## src/rtl/gate_sweep_ctrl.sv

```systemverilog
// Sweeps a 2-input gate through vectors 00,01,10,11, samples its output after a
// programmable settle time and reports pass, per-vector error mask and error count.
module gate_sweep_ctrl #(
  parameter logic [3:0]  TRUTH  = 4'b0111,
  parameter int unsigned SETTLE = 1
) (
  input  logic       clk,
  input  logic       rst_n,
  input  logic       start,
  input  logic       gate_y,
  output logic       gate_a,
  output logic       gate_b,
  output logic       busy,
  output logic       done,
  output logic       pass,
  output logic [3:0] err_mask,
  output logic [2:0] err_count,
  output logic [1:0] dbg_state
);

  typedef enum logic [1:0] {
    IDLE = 2'd0,
    HOLD = 2'd1,
    FIN  = 2'd2
  } state_t;

  localparam logic [3:0] LP_CNT_INIT = 4'(SETTLE - 1);

  state_t     r_state;
  logic [1:0] r_idx;
  logic [3:0] r_cnt;
  logic       r_gate_a;
  logic       r_gate_b;
  logic       r_busy;
  logic       r_done;
  logic       r_pass;
  logic [3:0] r_err_mask;
  logic [2:0] r_err_count;

  logic       w_mis;
  logic [1:0] w_idx_inc;
  logic [3:0] w_mask_nxt;
  logic [2:0] w_count_nxt;

  // Case-inequality so an unknown gate output is flagged as a mismatch in simulation.
  always_comb begin
    w_mis       = (gate_y !== TRUTH[r_idx]);
    w_idx_inc   = r_idx + 2'd1;
    w_mask_nxt  = r_err_mask | (w_mis ? (4'b0001 << r_idx) : 4'b0000);
    w_count_nxt = r_err_count + {2'b00, w_mis};
  end

  always_ff @(posedge clk or negedge rst_n) begin
    if (!rst_n) begin
      r_state     <= IDLE;
      r_idx       <= 2'd0;
      r_cnt       <= 4'd0;
      r_gate_a    <= 1'b0;
      r_gate_b    <= 1'b0;
      r_busy      <= 1'b0;
      r_done      <= 1'b0;
      r_pass      <= 1'b0;
      r_err_mask  <= 4'b0000;
      r_err_count <= 3'd0;
    end else begin
      case (r_state)
        IDLE: begin
          if (start) begin
            r_idx       <= 2'd0;
            r_cnt       <= LP_CNT_INIT;
            r_gate_a    <= 1'b0;
            r_gate_b    <= 1'b0;
            r_err_mask  <= 4'b0000;
            r_err_count <= 3'd0;
            r_pass      <= 1'b0;
            r_busy      <= 1'b1;
            r_state     <= HOLD;
          end
        end
        HOLD: begin
          if (r_cnt != 4'd0) begin
            r_cnt <= r_cnt - 4'd1;
          end else begin
            r_err_mask  <= w_mask_nxt;
            r_err_count <= w_count_nxt;
            if (r_idx != 2'd3) begin
              r_idx    <= w_idx_inc;
              r_gate_a <= w_idx_inc[1];
              r_gate_b <= w_idx_inc[0];
              r_cnt    <= LP_CNT_INIT;
            end else begin
              // Last vector: pass must include this sample's result.
              r_gate_a <= 1'b0;
              r_gate_b <= 1'b0;
              r_busy   <= 1'b0;
              r_done   <= 1'b1;
              r_pass   <= (w_count_nxt == 3'd0);
              r_state  <= FIN;
            end
          end
        end
        FIN: begin
          r_done  <= 1'b0;
          r_state <= IDLE;
        end
        default: r_state <= IDLE;
      endcase
    end
  end

  assign gate_a    = r_gate_a;
  assign gate_b    = r_gate_b;
  assign busy      = r_busy;
  assign done      = r_done;
  assign pass      = r_pass;
  assign err_mask  = r_err_mask;
  assign err_count = r_err_count;
  assign dbg_state = r_state;

endmodule

```

## config.mk

```make
export PLATFORM = sky130hd
export DESIGN_NAME = gate_sweep_ctrl
export DESIGN_NICKNAME = d
export VERILOG_FILES = /design/src/rtl/gate_sweep_ctrl.sv
export SDC_FILE = /design/constraint.sdc
export NUM_CORES = 1
export LEC_CHECK = 0
export CAP_MARGIN = 20
export CELL_PAD_IN_SITES_DETAIL_PLACEMENT = 1
export CELL_PAD_IN_SITES_GLOBAL_PLACEMENT = 1
export CORE_MARGIN = 3
export CORE_UTILIZATION = 40
export CTS_BUF_LIST = sky130_fd_sc_hd__clkbuf_16
export DETAILED_ROUTE_END_ITERATION = 6
export PLACE_DENSITY_LB_ADDON = 0.1
export SKIP_CTS_REPAIR_TIMING = 1
export SLEW_MARGIN = 20
export SYNTH_ARGS = -nofsm -noshare
export SYNTH_HDL_FRONTEND = slang
export SYNTH_SLANG_ARGS = --single-unit
```

## constraint.sdc

```tcl
create_clock -name clk -period 3.05 [get_ports clk]
set_clock_uncertainty 0.2 [all_clocks]
set_input_delay 0.61 -clock clk [delete_from_list [all_inputs] [get_ports clk]]
set_output_delay 0.61 -clock clk [all_outputs]
set_load 0.02 [all_outputs]
```

== Yosys cells after proc, flatten, opt, wreduce, memory -nomap -nowiden ==
Cells that the tools add are included.

* Register bits: 20
* Latch bits: 0
* Memory bits (writable): 0
* Bits in read-only memories: 0
* Input port bits: 4
* Logic and storage cells: 73
* Memories kept: 0

* $add $sub $neg: 3
* Multiply operators: 0
* Div/mod/pow operators: 0
* Magnitude comparators: 1
* Equal/unequal tests: 9
* Shift operators: 1
* Muxes and demuxes: 37
* Bitwise gates (word level): 1
* Reduce and logical (&&, ||, !) cells: 11

{| class="wikitable"
|+ Operators by type and width
! kind !! count
|-
| two-way mux 4 bit || 5
|-
| case mux 4 bit (2 select lines) || 2
|-
| two-way mux 1 bit || 13
|-
| two-way mux 2 bit || 6
|-
| AND reduction 3 bit || 4
|-
| != test 2 bit (second input constant) || 5
|-
| case mux 1 bit (2 select lines) || 5
|-
| case mux 2 bit (2 select lines) || 2
|-
| AND reduction 4 bit || 2
|-
| two-way mux 3 bit || 2
|-
| case mux 3 bit (2 select lines) || 1
|-
| bitwise OR 4 bit || 1
|-
| nonzero test 2 bit || 2
|-
| nonzero test 4 bit || 1
|-
| << shifter 1 x 2 -> 4 bit (first input constant) || 1
|-
| subtractor 4 x 1 -> 4 bit (second input constant) || 1
|-
| adder 3 x 1 -> 3 bit || 1
|-
| zero test 3 bit || 1
|-
| < comparator 2 x 3 -> 1 bit (second input constant) || 1
|-
| != test 3 bit (second input constant) || 1
|-
| adder 2 x 1 -> 2 bit (second input constant) || 1
|-
| binary-select mux 1 bit (select 2 bit) || 1
|-
| == test 2 x 1 -> 1 bit (second input constant) || 1
|-
| == test 2 bit (second input constant) || 1
|-
| other kinds (2) || 2
|}

== Depth between registers and ports, before layout ==
Gate-level depths: netlist of the first run.

* Depth in word-level cells: 8
* Mapped depth: 8
* Depth with buffers taken out: 8

== Worst setup path before layout of the first run ==
Ideal clock, no wire load.

* Kind: reg2reg
* Start: reg r_idx[0]
* End: reg r_pass, in the netlist pass
* Data arrival time: 1.798 ns
* Path slack: 0.970 ns
* Cell stages (with the launch flop): 9
* Path through: dfrtp_1 ha_1 ha_1 inv_1 ha_1 ha_1 nor2_1 nand4_1 o22ai_1

* Word-level cells in the longest chain between the ends: 8
* Elaborated cells on any way between the ends: 11
* Those cells by class: add/sub: 1; eq/ne: 3; mux: 5; reduce/logical: 2

{| class="wikitable"
|+ RTL lines
! item !! line !! source
|-
| start: declaration || 30 || <nowiki>logic [1:0] r_idx;</nowiki>
|-
| start signal: assignment || 87 || <nowiki>r_idx <= w_idx_inc;</nowiki>
|-
| binary-select mux 1 bit (select 2 bit) || 47 || <nowiki>w_mis = (gate_y !== TRUTH[r_idx]);</nowiki>
|-
| two-way mux 1 bit (implied by the code) || 47 ||
|-
| !== test 1 bit || 47 ||
|-
| adder 3 x 1 -> 3 bit || 50 || <nowiki>w_count_nxt = r_err_count + {2'b00, w_mis};</nowiki>
|-
| zero test 3 bit || 97 || <nowiki>r_pass <= (w_count_nxt == 3'd0);</nowiki>
|-
| two-way mux 1 bit || 86 || <nowiki>if (r_idx != 2'd3) begin</nowiki>
|-
| two-way mux 1 bit || 81 || <nowiki>if (r_cnt != 4'd0) begin</nowiki>
|-
| case mux 1 bit (2 select lines) || 66 || <nowiki>case (r_state)</nowiki>
|-
| end signal: assignment || 97 ||
|-
| end: declaration || 36 || <nowiki>logic r_pass;</nowiki>
|}

Parallel ways exist; a longest one is shown, timed or not. The select of a mux whose other input is x is not followed.
A chain may end at the register's enable or synchronous reset.

== Worst setup path after layout of the first run ==
Same ends and word-level chain as after synthesis.

==> results of run 1 <==
## power by group through the flow
stage               logic, mW  registers, mW  clock network [mW]
floorplan               0.401          0.549                   0
global placement        0.716          0.479                   0
detailed placement      0.738          0.493                   0
CTS                     0.750          0.489               0.278
global route            0.830          0.506               0.286
finish                  0.742          0.489               0.269
## final cells by class
| type | instances | area [sq um] |
|---|---|---|
| Sequential cell | 20 | 500 |
| Clock inverter | 1 | 3.75 |
| Clock buffer | 3 | 75.1 |
| Multi-Input combinational cell | 73 | 474 |
| Timing Repair Buffer | 18 | 178 |
| Tap cell | 28 | 35.0 |
| Fill cell | 267 | 1020 |
| Inverter | 9 | 33.8 |
## per-layer routing
layer / part of all wire, % / global-route usage, %
met1: 48 / 22.1
met4: 0.75 / 5.42
met3: 3.0 / 2.99
met5: 0 / 0
met2: 48 / 29.5
## worst max-delay path: stages (launching register included)
cell     delay [ns]
dfrtp_1        0.43
ha_1           0.34
ha_1           0.35
inv_1          0.07
ha_1           0.20
ha_1           0.29
nor2_1         0.11
nand4_1        0.11
o22ai_1        0.18
## flip-flops by register name, indices dropped and copies added, names as in the netlist
register   cells
r_idx          2
gate_b         1
r_cnt          4
err_count      3
done           1
pass           1
dbg_state      2
gate_a         1
busy           1
err_mask       4
## logic make-up (layout without fill, tap and decap cells)
logic type / Yosys count / after routing / synth area share [%]
buffers and inverters: 11 / 31 / 4.53
adders and majority gates: 9 / 9 / 11.0
and+or+nand+nor: 38 / 38 / 19.6
AOI/OAI and AO/OA: 26 / 26 / 15.8
DFF: 20 / 20 / 49.0
## path summary, 6_finish.rpt
kind / cells past startpoint / end
setup reg to reg: 8 / pass$_DFFE_PN0P_
hold / removal: 2 / gate_b$_DFFE_PN0P_
hold reg to reg: 2 / gate_b$_DFFE_PN0P_
max in group asynchronous: 2 / err_mask[0]$_DFFE_PN0P_
setup / recovery: 8 / pass$_DFFE_PN0P_
min in group asynchronous: 2 / err_count[2]$_DFFE_PN0P_
## placed cells by master, fill, tap and decap left out, types with 2 or more instances in the layout
master / netlist / final
a21oi_1: 4 / 4
nand2_1: 17 / 17
or3_1: 4 / 4
nor2_1: 2 / 2
dfrtp_1: 20 / 20
ha_1: 9 / 9
clkbuf_16: 0 / 3
nand2b_1: 3 / 3
nor2b_1: 2 / 2
o41ai_1: 2 / 2
o21ai_0: 2 / 2
nand3_1: 4 / 4
clkdlybuf4s50_1: 0 / 17
inv_1: 7 / 7
o21ai_1: 10 / 10
clkinv_1: 1 / 2
==> qor.txt, run 1 <==
Final Hold Fails = 0
CTS Buffer Depth = 2
Worst-path fanout max = 8
First-pass GRT wire length = 4390 um
Routed WL = 2520 um
DP Area = 0.00122 sq mm
Sw frac = 41.3%
Worst vdd ir = 529 uV
Via count = 833
Reg power frac = 32.6%
GR Util All Layers = 17.3%
Wire length per cell = 16.6 um
Vias in the first global route = 917
Critical Path Source Type = register
Lkg Pwr = 0.581 nW
Max_slew headroom = 62.6%
EDFF count, synth = 0
Max Transition Viols Final = 0
Post-synth top cells = 20 x dfrtp_1, 17 x nand2_1, 10 x o21ai_1, 9 x ha_1, 7 x inv_1
Post-synth top area share = 49.0%
RSZ-0062 raised after global routing = false
First-pass iteration count of the detailed router = 4
Hold Crit Class = reg -> reg
Core footprint = 0.00232 sq mm
I/O Buffers = 17
H-tree depth = 1
Clock root cell = clkbuf_16
Final instance area = 0.00130 sq mm
Tmin final = 2.37 ns
Crit path required time = 3.02 ns
CTS clock-pin slew for the worst setup and hold paths = 0.05 ns
Yosys cell types = 31
RePlAce Congestion = 0.773
Layout Cells excl Fill = 152
Reg2reg setup slack = 0.68 ns
Setup WS post-layout = 0.682 ns
Critical path startpoint = r_idx[0]$_DFFE_PN0P_
WHS = 0.287 ns
Synthesis Warnings = 0
Combinational share of power = 49.5%
Dpl ws = 0.519 ns
Critical path arrival = 2.33 ns
Most numerous cell in the Yosys netlist = dfrtp_1
Final period util = 77.6%
Dpl hpwl = 1810 um
Mean Syn Cell Area = 9.82 sq um
Nets = 138
Tightest Pin Transition = 0.562 ns
Ys flop type = dfrtp_1
Max_cap viols = 0
Overflow after GRT = 0
Seq cells post-synth = 20
Worst skew pair latency = 0.25 ns
Clock power frac = 17.9%
Placed Cells = 148
Largest net degree at the start of global routing = 21
Die area = 0.00319 sq mm
Finished Core Util = 56.1%
Syn Nets = 117
Crit Path Class = reg -> reg
Outcome = finished clean
Total CTS buffers = 3
Routed Antenna Nets = 0
Die W = 56.5 um
Asr flop ratio synth = 100%
Synthesized instance count = 104
DRC = 0
Initial DRC count = 16
Share of cells above drive strength 1 = 5.65%
R2R Path Start = r_idx[0]$_DFFE_PN0P_
Fmax achieved = 422 MHz
Sequential share of the synthesized area = 49.0%
Net switching power = 0.619 mW
Power density cells = 1150 mW/mm^2
Synth area leaders = dfrtp_1 49%, ha_1 11%, nand2_1 6.3%
Antenna Cells = 0
Synth area leader = dfrtp_1
I/O Pins = 18
Clock Sinks = 20
Setup-failing EPs final = 0
Total Power = 1.50 mW
Die height = 56.5 um
Initial Util = 44.0%
Antenna violations before repair = 0
CTS tree = done
TNS Setup = 0 ns
Rows = 17
Endpoint type of the worst setup path = register
Synthesis-to-layout area growth = 27.3%
Worst Hold Launch = gate_b$_DFFE_PN0P_
Vias/cell = 5.48
Synthesized area = 0.00102 sq mm
Internal power = 0.880 mW
Note: power is estimated with default switching activity, not from simulation.
==> run 2, diff against run 1 <==
--- a/config.mk
+++ b/config.mk
@@ -9,7 +9,7 @@
 export CELL_PAD_IN_SITES_DETAIL_PLACEMENT = 1
 export CELL_PAD_IN_SITES_GLOBAL_PLACEMENT = 1
 export CORE_MARGIN = 3
-export CORE_UTILIZATION = 40
+export CORE_UTILIZATION = 35
 export CTS_BUF_LIST = sky130_fd_sc_hd__clkbuf_16
 export DETAILED_ROUTE_END_ITERATION = 6
 export PLACE_DENSITY_LB_ADDON = 0.1
==> constraint.sdc (replaced) <==
create_clock -name clk -period 2 [get_ports clk]
set_clock_uncertainty 0.2 [all_clocks]
set_input_delay 0.4 -clock clk [delete_from_list [all_inputs] [get_ports clk]]
set_output_delay 0.4 -clock clk [all_outputs]
set_load 0.02 [all_outputs]
==> qor.txt, run 2 (synthesis results as in run 1) <==
Largest net degree at the start of global routing = 21
Worst skew pair latency = 0.25 ns
Flip-flop and latch area = 502 sq um
Die area = 0.00360 sq mm
Die W = 60.0 um
Most frequent cells in the layout = 19 x dfrtp_1, 17 x nand2_1, 16 x clkdlybuf4s50_1
RSZ-0062 raised after global routing = true
Power density cells = 1760 mW/mm^2
Tmin final = 1.97 ns
Antenna Cells = 0
Crit Reg-Reg Endpoint = pass$_DFFE_PN0P_
Area of the multi-input gates = 520 sq um
Nets = 149
Routed WL = 2770 um
I/O Pins = 18
Synthesis-to-layout area growth = 40.6%
Reg2Reg Depth = 8
Worst Hold Launch = err_mask[3]$_DFFE_PN0P_
R2R Path Start = r_idx[1]$_DFFE_PN0P_
Rows = 18
Setup WS post-layout = 0.0336 ns
Overflow after GRT = 0
Lkg Pwr = 0.637 nW
CTS tree = done
Core footprint = 0.00261 sq mm
Reg2reg setup slack = 0.03 ns
WHS = 0.285 ns
Dpl ws = -0.319 ns
Placed Cells = 160
Hold endpoint = err_mask[3]$_DFFE_PN0P_
Worst vdd ir = 1030 uV
Total CTS buffers = 3
Endpoint type of the worst setup path = register
Final Hold Fails = 0
Max Transition Viols Final = 0
Share of cells above drive strength 1 = 17.8%
Layout Cells excl Fill = 165
CTS clock-pin slew for the worst setup and hold paths = 0.06 ns
Clock Sinks = 20
First-pass GRT wire length = 4660 um
Dpl hpwl = 2060 um
Worst hold path cell count = 2
Critical Path Source Type = register
First-pass iteration count of the detailed router = 4
Wire length per cell = 16.8 um
Final period util = 98.3%
RePlAce Congestion = 0.765
Die height = 60.0 um
GR Util All Layers = 17.7%
Antenna violations before repair = 0
Most common cell after layout, fill and taps aside = dfrtp_1
Crit path required time = 1.97 ns
Clock root cell = clkbuf_16
Setup-failing EPs final = 0
Worst-path fanout max = 2
Outcome = finished clean
Initial DRC count = 26
TNS Setup = 0 ns
Via count = 871
Vias/cell = 5.28
H-tree depth = 1
DRC = 0
Finished Core Util = 54.9%
Hold Crit Class = reg -> reg
Max_cap viols = 0
Fmax achieved = 509 MHz
Critical path arrival = 1.94 ns
Tightest Pin Transition = 0.372 ns
Max_slew headroom = 75.1%
CTS Buffer Depth = 2
Crit Path Class = reg -> reg
Routed Antenna Nets = 0
Initial Util = 39.1%
Fill cell count = 300
I/O Buffers = 17
Vias in the first global route = 978
## run 2: worst max path at each step
stage | from | end | slack [ns] | cells after the start
6_report | r_idx[1]$_DFFE_PN0P_ | pass$_DFFE_PN0P_ | 0.03 | 8
3_3_place_gp | gate_y | pass$_DFFE_PN0P_ | -0.25 | 8
4_1_cts | r_idx[1]$_DFFE_PN0P_ | pass$_DFFE_PN0P_ | -0.08 | 8
3_5_place_dp | gate_y | pass$_DFFE_PN0P_ | -0.32 | 8
2_1_floorplan | r_idx[0]$_DFFE_PN0P_ | pass$_DFFE_PN0P_ | 0.002 | 8
5_1_grt | r_idx[1]$_DFFE_PN0P_ | pass$_DFFE_PN0P_ | -0.07 | 8
## run 2: layer usage
| metal | vias up | GRT usage (%) | routed length [um] |
|---|---|---|---|
| met4 | 0 | 9.81 | 50 |
| met2 | 11 | 29.3 | 1370 |
| met3 | 5 | 2.59 | 68 |
| met1 | 425 | 21.9 | 1280 |
| li1 | 430 | - | - |
| met5 | - | 0 | 0 |
## run 2: cell type report
cell class                 instances  area share (%)
clock inverter                     1           0.262
timing repair buffer              29            18.3
tap                               30            2.62
inverter                           9            2.35
multi-input combinational         73            36.3
sequential                        20            35.0
clock buffer                       3            5.23
## run 2: critical path, stage by stage (launching register included)
cell	delay [ns]
dfrtp_1	0.41
ha_4	0.19
ha_4	0.26
inv_2	0.03
ha_2	0.17
ha_4	0.21
nor2_1	0.09
nand4_1	0.12
o22ai_1	0.19
## run 2: power by group
group	switching [mW]	leakage, nW	internal (mW)
clock network	0.152	0.0385	0.267
logic	0.719	0.353	0.645
registers	0.154	0.245	0.587
## run 2: through the flow
step	total power, mW	cell area (sq um)
5_1_grt	2.74	1440
2_1_floorplan	1.46	1030
4_1_cts	2.49	1390
3_3_place_gp	1.98	1310
6_report	2.52	1440
3_5_place_dp	2.05	1310
